<file path="src/rtl/prbs_multilane_gen.sv">
// Multi-lane PRBS DAC pattern generator: LANES samples per dac_clk, fractional bit-rate NCO, level mapping with saturation.
// Optional error injection is compiled in with `define PRBS_ERR_INJECT_EN.
module prbs_multilane_gen #(
  parameter int LANES  = 4,
  parameter int DATA_W = 16,
  parameter int ACC_W  = 32
) (
  input  logic                    dac_clk,
  input  logic                    reset_n,
  input  logic                    enable,
  input  logic [2:0]              pn_select,
  input  logic [ACC_W-1:0]        bit_rate_inc,
  input  logic [DATA_W-2:0]       amplitude,
  input  logic [DATA_W-1:0]       dc_offset,
`ifdef PRBS_ERR_INJECT_EN
  input  logic                    err_inject,
  output logic                    err_inject_ack,
`endif
  output logic [LANES*DATA_W-1:0] dac_data,
  output logic                    dac_valid,
  output logic [LANES-1:0]        bits_out,
  output logic                    seq_wrap
);

  localparam int SW = 31;
  localparam logic signed [DATA_W:0] SAT_HI = {2'b00, {(DATA_W-1){1'b1}}};
  localparam logic signed [DATA_W:0] SAT_LO = {2'b11, {(DATA_W-1){1'b0}}};

  function automatic logic [4:0] pn_len(input logic [2:0] pn);
    case (pn)
      3'd1:    return 5'd9;
      3'd2:    return 5'd15;
      3'd3:    return 5'd23;
      3'd4:    return 5'd31;
      default: return 5'd7;
    endcase
  endfunction

  function automatic logic [4:0] pn_tap(input logic [2:0] pn);
    case (pn)
      3'd1:    return 5'd5;
      3'd2:    return 5'd14;
      3'd3:    return 5'd18;
      3'd4:    return 5'd28;
      default: return 5'd6;
    endcase
  endfunction

  // The seed doubles as the state mask: ones in the active bits, zeros above.
  function automatic logic [SW-1:0] pn_seed(input logic [2:0] pn);
    return (SW'(1) << pn_len(pn)) - SW'(1);
  endfunction

  logic [ACC_W-1:0] acc_reg, acc_c;
  logic [SW-1:0]    lfsr_reg, lfsr_c, seed_c;
  logic             cur_bit_reg, cur_c;
  logic [2:0]       pn_reg;
  logic [LANES-1:0] lane_bits_reg, lane_bits_c;
  logic             s1_valid_reg, s1_wrap_reg, wrap_c;
  logic             reseed_c, carry_c, fb_c;
  logic [4:0]       n_idx_c, m_idx_c;
`ifdef PRBS_ERR_INJECT_EN
  logic             err_armed_reg, err_fire_c, s1_ack_reg;
`endif

  // Stage 1: walk the LANES samples in order, each adding inc and stepping the LFSR on carry.
  always_comb begin
    reseed_c    = enable && (pn_select != pn_reg);
    seed_c      = pn_seed(pn_select);
    n_idx_c     = pn_len(pn_select) - 5'd1;
    m_idx_c     = pn_tap(pn_select) - 5'd1;
    lfsr_c      = seed_c;
    acc_c       = '0;
    cur_c       = 1'b0;
    lane_bits_c = '0;
    wrap_c      = 1'b0;
    carry_c     = 1'b0;
    fb_c        = 1'b0;
`ifdef PRBS_ERR_INJECT_EN
    err_fire_c  = 1'b0;
`endif
    if (enable) begin
      if (!reseed_c) begin
        lfsr_c = lfsr_reg;
        acc_c  = acc_reg;
        cur_c  = cur_bit_reg;
      end
      for (int k = 0; k < LANES; k++) begin
        {carry_c, acc_c} = {1'b0, acc_c} + {1'b0, bit_rate_inc};
        if (carry_c) begin
          fb_c   = lfsr_c[n_idx_c] ^ lfsr_c[m_idx_c];
          lfsr_c = {lfsr_c[SW-2:0], fb_c} & seed_c;
          cur_c  = fb_c;
          if (lfsr_c == seed_c) wrap_c = 1'b1;
`ifdef PRBS_ERR_INJECT_EN
          if (err_armed_reg && !reseed_c && !err_fire_c) begin
            cur_c      = ~fb_c;
            err_fire_c = 1'b1;
          end
`endif
        end
        lane_bits_c[k] = cur_c;
      end
    end
  end

  always_ff @(posedge dac_clk) begin
    if (!reset_n) begin
      acc_reg       <= '0;
      lfsr_reg      <= pn_seed(3'd0);
      cur_bit_reg   <= 1'b0;
      pn_reg        <= 3'd0;
      lane_bits_reg <= '0;
      s1_valid_reg  <= 1'b0;
      s1_wrap_reg   <= 1'b0;
`ifdef PRBS_ERR_INJECT_EN
      err_armed_reg <= 1'b0;
      s1_ack_reg    <= 1'b0;
`endif
    end else begin
      acc_reg       <= acc_c;
      lfsr_reg      <= lfsr_c;
      cur_bit_reg   <= cur_c;
      pn_reg        <= pn_select;
      lane_bits_reg <= lane_bits_c;
      s1_valid_reg  <= enable;
      s1_wrap_reg   <= wrap_c;
`ifdef PRBS_ERR_INJECT_EN
      s1_ack_reg    <= err_fire_c;
      if (!enable || reseed_c || err_fire_c) err_armed_reg <= 1'b0;
      else if (!err_armed_reg)               err_armed_reg <= err_inject;
`endif
    end
  end

  // Stage 2 level mapping; amplitude and offset are taken live so changes land on the next clock.
  logic [DATA_W-1:0] level_c [LANES];

  for (genvar gi = 0; gi < LANES; gi++) begin : g_map
    logic signed [DATA_W:0] sum;
    assign sum = lane_bits_reg[gi]
               ? $signed({dc_offset[DATA_W-1], dc_offset}) + $signed({2'b00, amplitude})
               : $signed({dc_offset[DATA_W-1], dc_offset}) - $signed({2'b00, amplitude});
    assign level_c[gi] = !s1_valid_reg  ? dc_offset
                       : (sum > SAT_HI) ? SAT_HI[DATA_W-1:0]
                       : (sum < SAT_LO) ? SAT_LO[DATA_W-1:0]
                       : sum[DATA_W-1:0];
  end

  always_ff @(posedge dac_clk) begin
    if (!reset_n) begin
      dac_data       <= '0;
      dac_valid      <= 1'b0;
      bits_out       <= '0;
      seq_wrap       <= 1'b0;
`ifdef PRBS_ERR_INJECT_EN
      err_inject_ack <= 1'b0;
`endif
    end else begin
      for (int k = 0; k < LANES; k++) dac_data[k*DATA_W +: DATA_W] <= level_c[k];
      dac_valid      <= s1_valid_reg;
      bits_out       <= s1_valid_reg ? lane_bits_reg : '0;
      seq_wrap       <= s1_wrap_reg;
`ifdef PRBS_ERR_INJECT_EN
      err_inject_ack <= s1_ack_reg;
`endif
    end
  end

endmodule

</file>
<file path="config.mk">
export PLATFORM = sky130hd
export DESIGN_NAME = prbs_multilane_gen
export DESIGN_NICKNAME = d
export VERILOG_FILES = /design/src/rtl/prbs_multilane_gen.sv
export SDC_FILE = /design/constraint.sdc
export NUM_CORES = 1
export LEC_CHECK = 0
export ABC_AREA = 0
export CAP_MARGIN = 20
export CELL_PAD_IN_SITES_DETAIL_PLACEMENT = 0
export CELL_PAD_IN_SITES_GLOBAL_PLACEMENT = 1
export CORE_MARGIN = 4
export CORE_UTILIZATION = 40
export DETAILED_ROUTE_END_ITERATION = 12
export MAX_ROUTING_LAYER = met4
export PLACE_DENSITY_LB_ADDON = 0.1
export SETUP_SLACK_MARGIN = 0.02
export SKIP_CTS_REPAIR_TIMING = 1
export SKIP_LAST_GASP = 1
export SYNTH_ARGS = -nofsm -noshare
export SYNTH_HDL_FRONTEND = slang
export SYNTH_SLANG_ARGS = --single-unit
export TNS_END_PERCENT = 5
</file>
<file path="constraint.sdc">
create_clock -name dac_clk -period 12.2 [get_ports dac_clk]
set_clock_uncertainty 0.15 [all_clocks]
set_input_delay 1.22 -clock dac_clk [delete_from_list [all_inputs] [get_ports dac_clk]]
set_output_delay 1.22 -clock dac_clk [all_outputs]
set_load 0.02 [all_outputs]
</file>
# Word level (Yosys, flattened, before mapping)
# Index checks and enable logic that the tools add are counted.
# op_classes
n_lt_le_gt_ge	10
muxes	60
reduce_logical	3
n_eq_ne	9
shifts	1
n_addsub	9
n_bitwise	8
# op_table
cell	count
$mux 31	10
$mux 16	12
$add 32x32->33	4
$and 31x31->31	4
$eq 31x31->1	4
$gt 17x16->1 const B	4
$lt 17x16->1 const B	4
$mux 17	4
$mux 32	2
$bmux 1 s5	8
$pmux 5 s4	2
$shl 1x5->31 const A	1
$sub 31x2->31 const B	1
$mux 1	22
$add 16x16->17	1
$sub 16x16->17	1
$lt 5x6->1 const B	2
$sub 5x1->5 const B	2
$eq 3x2->1 const B	2
$reduce_and 2->1	2
$xor 1x1->1	4
$eq 3x1->1 const B	1
$eq 3x3->1 const B	1
$ne 3x3->1	1
$logic_and 1x1->1	1
# totals
ff_bits	143
input_bits	69
word_cells	111
out_inout_bits	70

# Depth between registers and ports, before layout
# depth
ltp_word	31
ltp_mapped	60

# Worst setup path after synthesis
# No wires, ideal clock.
# synth_path
path_kind	input -> register
from	input pn_select[1]
to	register lfsr_reg[27]
n_path_buf	8
setup_time_ns	0.115
cell_stages	57
required_ns	11.935
arrival_time_ns	11.319
setup_slack_ns	0.616
path_cell_list	buf_6 -> xor2_1 -> o31ai_2 -> buf_2 -> buf_2 -> buf_1 -> clkbuf_1 -> clkbuf_1 -> and2_1 -> ha_1 -> a21o_1 -> a21oi_1 -> o21bai_1 -> a21oi_1 -> o21bai_1 -> a41o_1 -> o21ai_0 -> o21bai_1 -> (+21 left out) -> ha_1 -> o21a_1 -> o21ai_0 -> inv_1 -> nand4_1 -> o22ai_1 -> o221ai_1 -> nand2b_1 -> a41o_1 -> o21a_1 -> o21ai_0 -> nor2b_1 -> clkbuf_1 -> clkbuf_1 -> o21ai_0 -> nand2_1 -> o21ai_0 -> and2_1
# synth_between
elab_chain_len	18
word_cells_on_any_way	29
# synth_lines
item	line	rtl
start: declaration	11	input logic [2:0] pn_select,
parallel branches: the longest is 17 deep, another holds $add 32x32->33	n/a	
$mux 31 (*)	82	if (enable) begin
end signal: assignment	110	lfsr_reg <= pn_seed(3'd0);
end signal: assignment	122	lfsr_reg <= lfsr_c;
end: declaration	55	logic [SW-1:0] lfsr_reg, lfsr_c, seed_c;
# Mark *: on every way between the ends. The select of a mux whose other input is x is not followed.
# A chain may end at the register's enable or synchronous reset.

# Worst setup path in the final report
# layout_path
from	input pn_select[1]
to	register s1_wrap_reg
# layout_between
elab_chain_len	31
word_cells_on_any_way	62
# layout_lines
item	line	rtl
$eq 3x3->1 (tied with other cells)	30, 40	
$pmux 5 s4	30	case (pn)
$shl 1x5->31	51	return (SW'(1) << pn_len(pn)) - SW'(1);
$sub 31x2->31	51	
$mux 31	83	if (!reseed_c) begin
$mux 31	82	
$bmux 1 s5	91	fb_c = lfsr_c[n_idx_c] ^ lfsr_c[m_idx_c];
$mux 1 (not written as such)	91	
(+15 left out)	n/a	
$mux 31	82	
$bmux 1 s5	91	
$mux 1 (not written as such)	91	
$xor 1x1->1	91	
$and 31x31->31	92	lfsr_c = {lfsr_c[SW-2:0], fb_c} & seed_c;
$eq 31x31->1	94	if (lfsr_c == seed_c) wrap_c = 1'b1;
$mux 1	94	
$mux 1 (*)	90	if (carry_c) begin
end signal: assignment	127	s1_wrap_reg <= wrap_c;
end: declaration	59	logic s1_valid_reg, s1_wrap_reg, wrap_c;
# Every way passes the cells marked *; elsewhere a longest branch is shown, timed or not. The select of a mux whose other input is x is not followed.

==> run_results.csv <==
group,metric,value,unit
yosys,yosys.cell_types.count,100,
sta,grt_setup_unrepaired,"no",
sta,tightestPinTransition,1.183,ns
run,timing.max_cap.violations,0,
cts,ctsRootBufferMaster,"sky130_fd_sc_hd__clkbuf_16",
detailed_routing,wl_per_cell,21.84,um
detailed_routing,initialDrtViolationCount,1562,
detailed_routing,drcViolationCount,0,
yosys,synth_warnings,0,
setup_path,start_kind,"input port",
cts,cts-root-to-sink-buffers,2,
floorplan,area_of_the_die,45730,um2
setup_path,critPathMostFrequentCell,"sky130_fd_sc_hd__nor2_1",
sta,setup_violations,0,
setup_path,cp.required,12.37,ns
sta,maximum_clock_rate,0.08807,GHz
yosys,yosys.area.top_type_share,0.1677,
power,vdd_drop_max,0.1934,mV
floorplan,fp-row-count,75,
yosys,synth-edff-count,0,
cells_and_area,post_route_cells_drive_above_1_share,0.06389,
sta,relSlewSlack,0.2060,
sta,number_of_hold_violations_in_the_final_report,0,
setup_path,cp_slowest_stage_delay,0.62,ns
cells_and_area,largest_reg_flops,64,
cells_and_area,final_net_count,2648,
yosys,ys_async_sr_fraction,0,
yosys,synthesis.nets,2567,
global_route,antenna_violations_before_repair,2,
cts,clock_latency,0.46,ns
cts,cts_num_sinks,142,
sta,fin_crit,11.35,ns
sta,final_min_period_over_clock_period,0.9307,
run_status,run_status,"complete, no violations",
detailed_routing,avgViaCountPerCell,6.035,
global_route,grt_max_degree,56,
place,hpwlAfterDp,48660,um
detailed_routing,drt-total-wl,64800,um
setup_path,timing.critical_path.to_type,"flip-flop",
floorplan,floorplan.initialDensity,0.4041,
detailed_routing,detail_route.first_pass.iterations,6,
place,finalWeightedCongestion,0.9824,
cts,cts_tree,"built",
detailed_routing,detailroute.via_count,17910,
power,power.static_leakage,7.998,nW
cells_and_area,area.growth.synth_to_final,15.15,%
place,postPlaceCellArea,18880,um2
yosys,ys.flop_type,"sky130_fd_sc_hd__dfxtp_1",
global_route,grt.total_usage,0.2840,
setup_path,critPathSlowestCell,"sky130_fd_sc_hd__mux2i_1",
floorplan,ioPinCount,139,
floorplan,core_area,41950,um2
setup_path,timing_worst_setup_path_type,"input port to flip-flop",
setup_path,arrival,11.52,ns
floorplan,dieWidth,213.9,um
yosys,mean_instance_size_in_the_synthesized_netlist,7.268,um2
detailed_routing,drt.antenna.violating_nets,0,
yosys,post_synth_main_area_contributors,"sky130_fd_sc_hd__dfxtp_1 17%, sky130_fd_sc_hd__ha_1 12%, sky130_fd_sc_hd__a21oi_1 6.8%",
yosys,most_instantiated_library_cell_after_synthesis,"sky130_fd_sc_hd__nand2_1",
global_route,grt_pass1_wl,98960,um
yosys,netlist.top_cell.by_area,"sky130_fd_sc_hd__dfxtp_1",
power,powerDensity,255.5,nW/um2
cts,worst_setup_hold_path_clk_slew,0.07,ns
floorplan,die_y,213.9,um
global_route,first_global_vias,16980,
cells_and_area,final_cell_area,19520,um2
setup_path,crit_fanout,20,
yosys,synthesis.instances,2332,
place,port-buffer-count,138,
hold_path,type_of_the_worst_min_delay_path,"flip-flop to flip-flop",
cts,cts_buffers,17,
yosys,synth-seq-area-share,0.1677,
cts,htree_num_levels,4,
sta,tns,0,ns
global_route,grt-ovfl-total,0,
yosys,synthesis.area,16950,um2
yosys,yosys_register_bits,142,
sta,slew_violations,0,
yosys,yosys-top-cells-count,"242 x sky130_fd_sc_hd__nand2_1, 229 x sky130_fd_sc_hd__a21oi_1, 217 x sky130_fd_sc_hd__nor2_1, 160 x sky130_fd_sc_hd__ha_1, 152 x sky130_fd_sc_hd__o21ai_0",
-- metal layers --
layer	vias up	share of wire	GRT usage
met1	8475	0.47	0.3934
met5	-	0	-
li1	8675	-	-
met4	0	0.022	0.07702
met2	664	0.44	0.4262
met3	92	0.073	0.05165
-- worst max-delay path: cells and delay by family --
| kind | cells | cell delay, ns |
|---|---|---|
| AO/OA/AOI/OAI | 25 | 5.85 |
| AND/OR/NAND/NOR | 12 | 1.82 |
| adder cells (fa/ha/maj) | 3 | 0.90 |
| buffers and inverters | 2 | 0.74 |
| multiplexers | 1 | 0.62 |
| XOR/XNOR | 2 | 0.32 |
-- stage by stage --
step                      std cells    util  setup slack [ns]  power (W)  hold WS (ns)
after floorplan                2332       -            0.6163   0.003443        0.2619
after CTS                      2964  0.4642            0.7916   0.004966        0.3261
final                          2967  0.4653            0.8459   0.004986        0.3233
after global routing           2967  0.4653           0.03574   0.005422        0.3383
after global placement         2932  0.4502            0.5000   0.004393        0.3234
after detailed placement       2932  0.4502            0.4021   0.004398        0.3054
-- logic make-up (layout without fill, tap and decap cells) --
| group | count (synthesis) | after routing | synth area share |
|---|---|---|---|
| AND/OR/NAND/NOR | 793 | 793 | 0.2199 |
| AO/OA/AOI/OAI | 784 | 784 | 0.3036 |
| buffers and inverters | 213 | 307 | 0.05071 |
| adder cells (fa/ha/maj) | 166 | 166 | 0.1252 |
| flip-flops | 142 | 142 | 0.1677 |
| XOR/XNOR | 137 | 137 | 0.07079 |
| multiplexers | 96 | 96 | 0.06186 |
| other | 1 | 3 | 0.0002212 |
-- cells in the final DEF, fill, tap and decap left out, types with 13 or more instances in the layout --
master / n
sky130_fd_sc_hd__clkbuf_16: 17
sky130_fd_sc_hd__a31oi_1: 27
sky130_fd_sc_hd__nor2b_1: 34
sky130_fd_sc_hd__mux2i_1: 80
sky130_fd_sc_hd__nor3_1: 56
sky130_fd_sc_hd__inv_1: 86
sky130_fd_sc_hd__or2_2: 16
sky130_fd_sc_hd__buf_4: 48
sky130_fd_sc_hd__or3_1: 13
sky130_fd_sc_hd__and2_1: 59
sky130_fd_sc_hd__nor2_1: 217
sky130_fd_sc_hd__o211ai_1: 31
sky130_fd_sc_hd__nand4_1: 14
sky130_fd_sc_hd__a21o_1: 41
sky130_fd_sc_hd__dfxtp_1: 142
sky130_fd_sc_hd__xnor2_1: 109
sky130_fd_sc_hd__ha_1: 160
sky130_fd_sc_hd__clkdlybuf4s50_1: 137
sky130_fd_sc_hd__nand2b_1: 22
sky130_fd_sc_hd__nand3_1: 62
sky130_fd_sc_hd__o21bai_1: 31
sky130_fd_sc_hd__a211oi_1: 25
sky130_fd_sc_hd__and3_1: 18
sky130_fd_sc_hd__o22ai_1: 19
sky130_fd_sc_hd__a21oi_1: 228
sky130_fd_sc_hd__xor2_1: 25
sky130_fd_sc_hd__o21ai_0: 151
sky130_fd_sc_hd__nand2_1: 242
sky130_fd_sc_hd__o21a_1: 48
-- path summary, 6_finish.rpt --
check	start	to	slack [ns]	depth (start not counted)
setup / recovery	pn_select[1]	s1_wrap_reg$_SDFF_PN0_	0.85	45
hold / removal	s1_wrap_reg$_SDFF_PN0_	seq_wrap$_SDFF_PN0_	0.32	1
hold reg to reg	s1_wrap_reg$_SDFF_PN0_	seq_wrap$_SDFF_PN0_	0.32	1
setup reg to reg	pn_reg[1]$_SDFF_PN0_	s1_wrap_reg$_SDFF_PN0_	1.79	44
-- power by group --
group / internal (W) / switching, W
clock: 0.000292 / 0.000250
combinational: 0.00154 / 0.00229
sequential: 0.000543 / 0.0000726
-- area by class of cell --
class,instances,area [um2]
well taps,539,674.4
inverters,88,330.3
multi-input cells,1977,13310
clock inverters,15,161.4
fillers,4290,22430
clock buffers,17,425.4
flip-flops and latches,142,2843
repair buffers,187,1764
diodes,2,5.005
(Power assumes the default switching activity.)
